==> config.mk <==
export PLATFORM = sky130hd
export DESIGN_NAME = stream_demux
export DESIGN_NICKNAME = d
export VERILOG_FILES = /design/src/rtl/stream_demux_pkg.sv /design/src/rtl/demux_lane.sv /design/src/rtl/stream_demux.sv
export SDC_FILE = /design/constraint.sdc
export NUM_CORES = 1
export LEC_CHECK = 0
export CAP_MARGIN = 20
export CORE_MARGIN = 3
export CORE_UTILIZATION = 40
export DETAILED_ROUTE_END_ITERATION = 7
export PLACE_DENSITY = 0.68
export SYNTH_ARGS = -nofsm -noshare
export SYNTH_HDL_FRONTEND = slang
export SYNTH_SLANG_ARGS = --single-unit
==> constraint.sdc <==
create_clock -name clk -period 2.7 [get_ports clk]
set_clock_uncertainty 0.15 [all_clocks]
set_input_delay 0.54 -clock clk [delete_from_list [all_inputs] [get_ports clk]]
set_output_delay 0.54 -clock clk [all_outputs]
set_load 0.02 [all_outputs]
==> src/rtl/stream_demux_pkg.sv <==
// Shared types and constants for the stream_demux block and its lane slices.
package stream_demux_pkg;

  typedef enum logic {
    EMPTY = 1'b0,
    FULL  = 1'b1
  } lane_state_e;

  localparam int DROP_CNT_W      = 16;
  localparam int DEMUX_N_DEFAULT = 16;
  localparam int DEMUX_W_DEFAULT = 4;

endpackage

==> src/rtl/demux_lane.sv <==
// One-entry output register slice for a single demux lane.
// A load always wins over a drain, so a simultaneous drain+load keeps the
// slot FULL with the new word.
module demux_lane
  import stream_demux_pkg::*;
#(
  parameter int W = DEMUX_W_DEFAULT
) (
  input  logic         clk,
  input  logic         rst_n,
  input  logic         load,
  input  logic [W-1:0] ld_data,
  input  logic         drain,
  output logic [W-1:0] out_data,
  output logic         out_valid
);

  lane_state_e  state_q, state_d;
  logic [W-1:0] data_q, data_d;

  // Next-state and data-reload logic for the EMPTY/FULL slot.
  always_comb begin
    state_d = state_q;
    data_d  = data_q;
    if (load) begin
      state_d = FULL;
      data_d  = ld_data;
    end else if ((state_q == FULL) && drain) begin
      state_d = EMPTY;
    end
  end

  // State and data registers; data is held (not cleared) when the slot drains.
  always_ff @(posedge clk or negedge rst_n) begin
    if (!rst_n) begin
      state_q <= EMPTY;
      data_q  <= '0;
    end else begin
      state_q <= state_d;
      data_q  <= data_d;
    end
  end

  assign out_valid = (state_q == FULL);
  assign out_data  = data_q;

endmodule

==> src/rtl/stream_demux.sv <==
// stream_demux: sequential 1-to-N demultiplexer onto a packed N*W lane bus.
// Words addressed beyond the last lane are accepted, discarded and counted.
// Optional build macro STREAM_DEMUX_AUTO_SEL_EN: in_sel is ignored and an
// internal round-robin pointer (exposed on cur_sel) picks the lane instead.
module stream_demux
  import stream_demux_pkg::*;
#(
  parameter  int N     = DEMUX_N_DEFAULT,
  parameter  int W     = DEMUX_W_DEFAULT,
  localparam int SEL_W = $clog2(N)
) (
  input  logic                  clk,
  input  logic                  rst_n,
  input  logic [W-1:0]          in_data,
  input  logic [SEL_W-1:0]      in_sel,
  input  logic                  in_valid,
  output logic                  in_ready,
  output logic [N*W-1:0]        out_data,
  output logic [N-1:0]          out_valid,
  input  logic [N-1:0]          out_ready,
  output logic                  drop_pulse,
`ifdef STREAM_DEMUX_AUTO_SEL_EN
  output logic [SEL_W-1:0]      cur_sel,
`endif
  output logic [DROP_CNT_W-1:0] drop_cnt
);

  // Lane vectors padded to the full select range so any select value indexes safely.
  localparam int NP = 1 << SEL_W;

  logic [NP-1:0]         full_pad;
  logic [NP-1:0]         rdy_pad;
  logic [NP-1:0]         load_pad;
  logic [N-1:0]          lane_load;
  logic [SEL_W-1:0]      sel_eff;
  logic                  sel_oob;
  logic                  accept;
  logic                  drop_pulse_q, drop_pulse_d;
  logic [DROP_CNT_W-1:0] drop_cnt_q, drop_cnt_d;

`ifdef STREAM_DEMUX_AUTO_SEL_EN
  logic [SEL_W-1:0] ptr_q, ptr_d;
  logic             sel_unused;

  assign sel_unused = ^in_sel;

  // Round-robin pointer advances on every accept and wraps after lane N-1.
  always_comb begin
    ptr_d = ptr_q;
    if (accept) begin
      ptr_d = (ptr_q == SEL_W'(N - 1)) ? '0 : ptr_q + SEL_W'(1);
    end
  end

  // Pointer register.
  always_ff @(posedge clk or negedge rst_n) begin
    if (!rst_n) ptr_q <= '0;
    else        ptr_q <= ptr_d;
  end

  assign cur_sel = ptr_q;
`endif

  // Select decode, in_ready mux, lane load strobes and drop counter next state.
  always_comb begin
`ifdef STREAM_DEMUX_AUTO_SEL_EN
    sel_eff = ptr_q;
    sel_oob = 1'b0;
`else
    sel_eff = in_sel;
    sel_oob = (32'(in_sel) >= 32'(N));
`endif
    full_pad     = NP'(out_valid);
    rdy_pad      = NP'(out_ready);
    in_ready     = sel_oob | ~full_pad[sel_eff] | rdy_pad[sel_eff];
    accept       = in_valid & in_ready;
    load_pad     = NP'(accept & ~sel_oob) << sel_eff;
    lane_load    = load_pad[N-1:0];
    drop_pulse_d = accept & sel_oob;
    drop_cnt_d   = drop_cnt_q;
    if (drop_pulse_d && (drop_cnt_q != '1)) begin
      drop_cnt_d = drop_cnt_q + DROP_CNT_W'(1);
    end
  end

  // Drop pulse and saturating drop counter registers.
  always_ff @(posedge clk or negedge rst_n) begin
    if (!rst_n) begin
      drop_pulse_q <= 1'b0;
      drop_cnt_q   <= '0;
    end else begin
      drop_pulse_q <= drop_pulse_d;
      drop_cnt_q   <= drop_cnt_d;
    end
  end

  assign drop_pulse = drop_pulse_q;
  assign drop_cnt   = drop_cnt_q;

  for (genvar i = 0; i < N; i++) begin : g_lane
    demux_lane #(.W(W)) u_lane (
      .clk      (clk),
      .rst_n    (rst_n),
      .load     (lane_load[i]),
      .ld_data  (in_data),
      .drain    (out_ready[i]),
      .out_data (out_data[i*W +: W]),
      .out_valid(out_valid[i])
    );
  end

endmodule

==> results.cfg <==
[run_status]
status = completed

[clock_tree]
clockBufferDepth = 2
cts_buffers = 9
path_clk_slew_ns = 0.08
clock-sinks = 80
cts_root_buf = clkbuf_8
clock_latency_ns = 0.34
ctsHoldBuffers = 0
cts_tree = built
htree_levels = 3

[setup_path]
critPathBufInv = 2
critPathRequiredTime_ns = 2.01
path_delay_family = simple AND/OR/NAND/NOR gates
slowest_stage = or4b_1
path_class = in2out
start_kind = primary input
cp_cell_sequence = clkdlybuf4s50_1 > nand2b_4 > o22ai_1 > or4b_1 > nand4_1 > buf_6
path_depth = 6
rr_worst_depth = 5
critPathCaptureType = output port
cpPeakStageDelay_ns = 0.48
arrival_ns = 1.94
worstPathMaxFanout = 2

[grt]
grt_pass1_vias = 2628
grt_max_degree = 45
grt_usage_pct = 17.9
grt_pass1_wl_mm = 13.8
antenna_found_initial = 0
overflow = 0

[route]
num_vias = 2428
vias_per_cell = 4.88
drt_pass1_iterations = 4
drt-total-wl_mm = 8.74
remaining_drc_errors = 0
ant_nets = 0
wl_per_cell_um = 17.6
drt_iter0_drc = 72

[yosys]
ys_seq_elements = 80
syn-cell-area_um2 = 3590
synthArstFlopShare_pct = 100
netlist_top_cells_count = dfrtp_1, mux2_2, buf_4, nand2b_1, nand2_1
synth_cell_types = 32
ys_warn_count = 0
synth.most_common_cell = dfrtp_1
ys.flop_type = dfrtp_1
synthTopCellsByArea = dfrtp_1, mux2_2, buf_4
yosys.area.top_type = dfrtp_1
yosysSeqAreaShare_pct = 55.8
synth_top_area_share_pct = 55.8
synth_edf_count = 0
syn-instance-count = 270
avgSynthCellArea_um2 = 13.3

[final_layout]
multi_input_area_um2 = 1390
drive_above_1_share_pct = 33.8
n_antenna_cell = 0
finalNetCount = 417
regArea_um2 = 2000
synthToLayoutAreaGrowth_pct = 40.0
nFillCells = 718

[power_and_ir_drop]
p_per_area_nw_per_um2 = 733
total_power_mw = 3.69
p_leak_nw = 2.26
irDropWorstVdd_uv = 445

[place]
port_buffers = 107
dpl.hpwl_mm = 6.62
gp_congestion = 0.866
post-place-ws_ns = -0.607

[hold_path]
hp-class = in2async

[die]
dieWidth_um = 101
rows = 33
core_um2 = 8460
ios = 125
start_util_pct = 42.4
dieArea_um2 = 10100
die_height_um = 101

[sta]
slew_headroom_pct = 53.1
hold_viol = 0
finalSetupViolCount = 0
finalCritPeriodShare_pct = 97.6
fmax_ghz = 0.380
worst_pin_slew_ns = 0.701
min_period_ns = 2.63
slew_violations = 0
worst_slack_ns = 0.0655

[flow_run]
drv_cap = 0
==> cells by family after synthesis <==
family	after synthesis	share of synthesized area, %
AO/OA/AOI/OAI	14	2.40
other	1	0.104
flip-flops	80	55.8
buffers and inverters	43	8.30
multiplexers	65	20.4
AND/OR/NAND/NOR	67	13.0
==> layer usage <==
metal	GRT usage, %	wire length, um
met1	22.3	3700
met2	29.2	4240
met3	6.51	700
met4	5.18	96
met5	0	0
==> metrics by stage <==
stage	std cells	util (%)	cell area (um^2)	setup TNS, ns	hold WS (ns)
6_report	498	59.4	5030	0	0.0372
5_1_grt	498	59.4	5030	-0.00758	0.0652
4_1_cts	498	59.1	5000	0	0.0496
2_1_floorplan	286	-	3650	0	0.0944
3_3_place_gp	484	56.5	4780	-0.560	0.337
3_5_place_dp	484	56.5	4780	-0.607	0.343
==> flip-flops by register name (all words and copies together) (netlist names) <==
name,count
g_lane.u_lane.out_data,64
g_lane.u_lane.out_valid,16
==> final timing paths <==
check / start / to / slack [ns]
hold reg to reg: g_lane[0].u_lane.out_data[0]$_DFFE_PN0P_ / g_lane[0].u_lane.out_data[0]$_DFFE_PN0P_ / 0.36
min in group clk: g_lane[0].u_lane.out_data[0]$_DFFE_PN0P_ / g_lane[0].u_lane.out_data[0]$_DFFE_PN0P_ / 0.36
hold / removal: rst_n / g_lane[11].u_lane.out_data[2]$_DFFE_PN0P_ / 0.04
setup / recovery: out_ready[12] / in_ready / 0.07
setup reg to reg: g_lane[11].u_lane.out_valid$_DFFE_PN0P_ / g_lane[11].u_lane.out_data[3]$_DFFE_PN0P_ / 1.09
max in group asynchronous: rst_n / g_lane[3].u_lane.out_valid$_DFFE_PN0P_ / 1.77
==> worst register-to-register path, delay by kind of cell, from the launching register on <==
kind,cells,cell delay [ns]
flops,1,0.40
mux,1,0.34
buf+inv,2,0.32
simple gates,2,0.31
==> cell type report <==
class                   instances  area share (%)
flip-flops and latches         80            39.8
multi-input cells             163            27.6
repair buffers                136            25.9
well taps                     105            2.61
clock buffers                   9            2.46
clock inverters                 5            1.62
==> layout by cell type (no fill, tap or decap), types with 2 or more instances in the layout <==
| cell type | instances |
|---|---|
| buf_4 | 29 |
| and3_1 | 3 |
| dlygate4sd2_1 | 2 |
| bufinv_16 | 2 |
| nand4_1 | 4 |
| nor2b_1 | 5 |
| and3b_1 | 2 |
| mux2_2 | 65 |
| nand2_4 | 2 |
| clkbuf_8 | 9 |
| nand2b_1 | 9 |
| nor3_4 | 2 |
| or2_2 | 4 |
| o21ai_0 | 9 |
| dfrtp_1 | 80 |
| nand2_1 | 10 |
| nor3b_2 | 2 |
| nand3_1 | 6 |
| conb_1 | 17 |
| dlymetal6s2s_1 | 2 |
| nor3b_1 | 2 |
| nor2_1 | 4 |
| clkdlybuf4s50_1 | 101 |
| nand2b_4 | 6 |
==> repair_timing <==
item                       CTS  global route
setup endpoints to repair    1             1
cloned                       0             0
gates resized for setup     10             5
pin swaps                    1             1
buffers inserted             0             0
==> report_power, final <==
part | internal [mW] | switching, mW | total [mW]
clock | 0.512 | 0.422 | 0.934
combinational | 0.627 | 0.571 | 1.20
sequential | 1.43 | 0.124 | 1.55
total | 2.57 | 1.12 | 3.69
No activity file was read; power rests on OpenSTA's default activity.
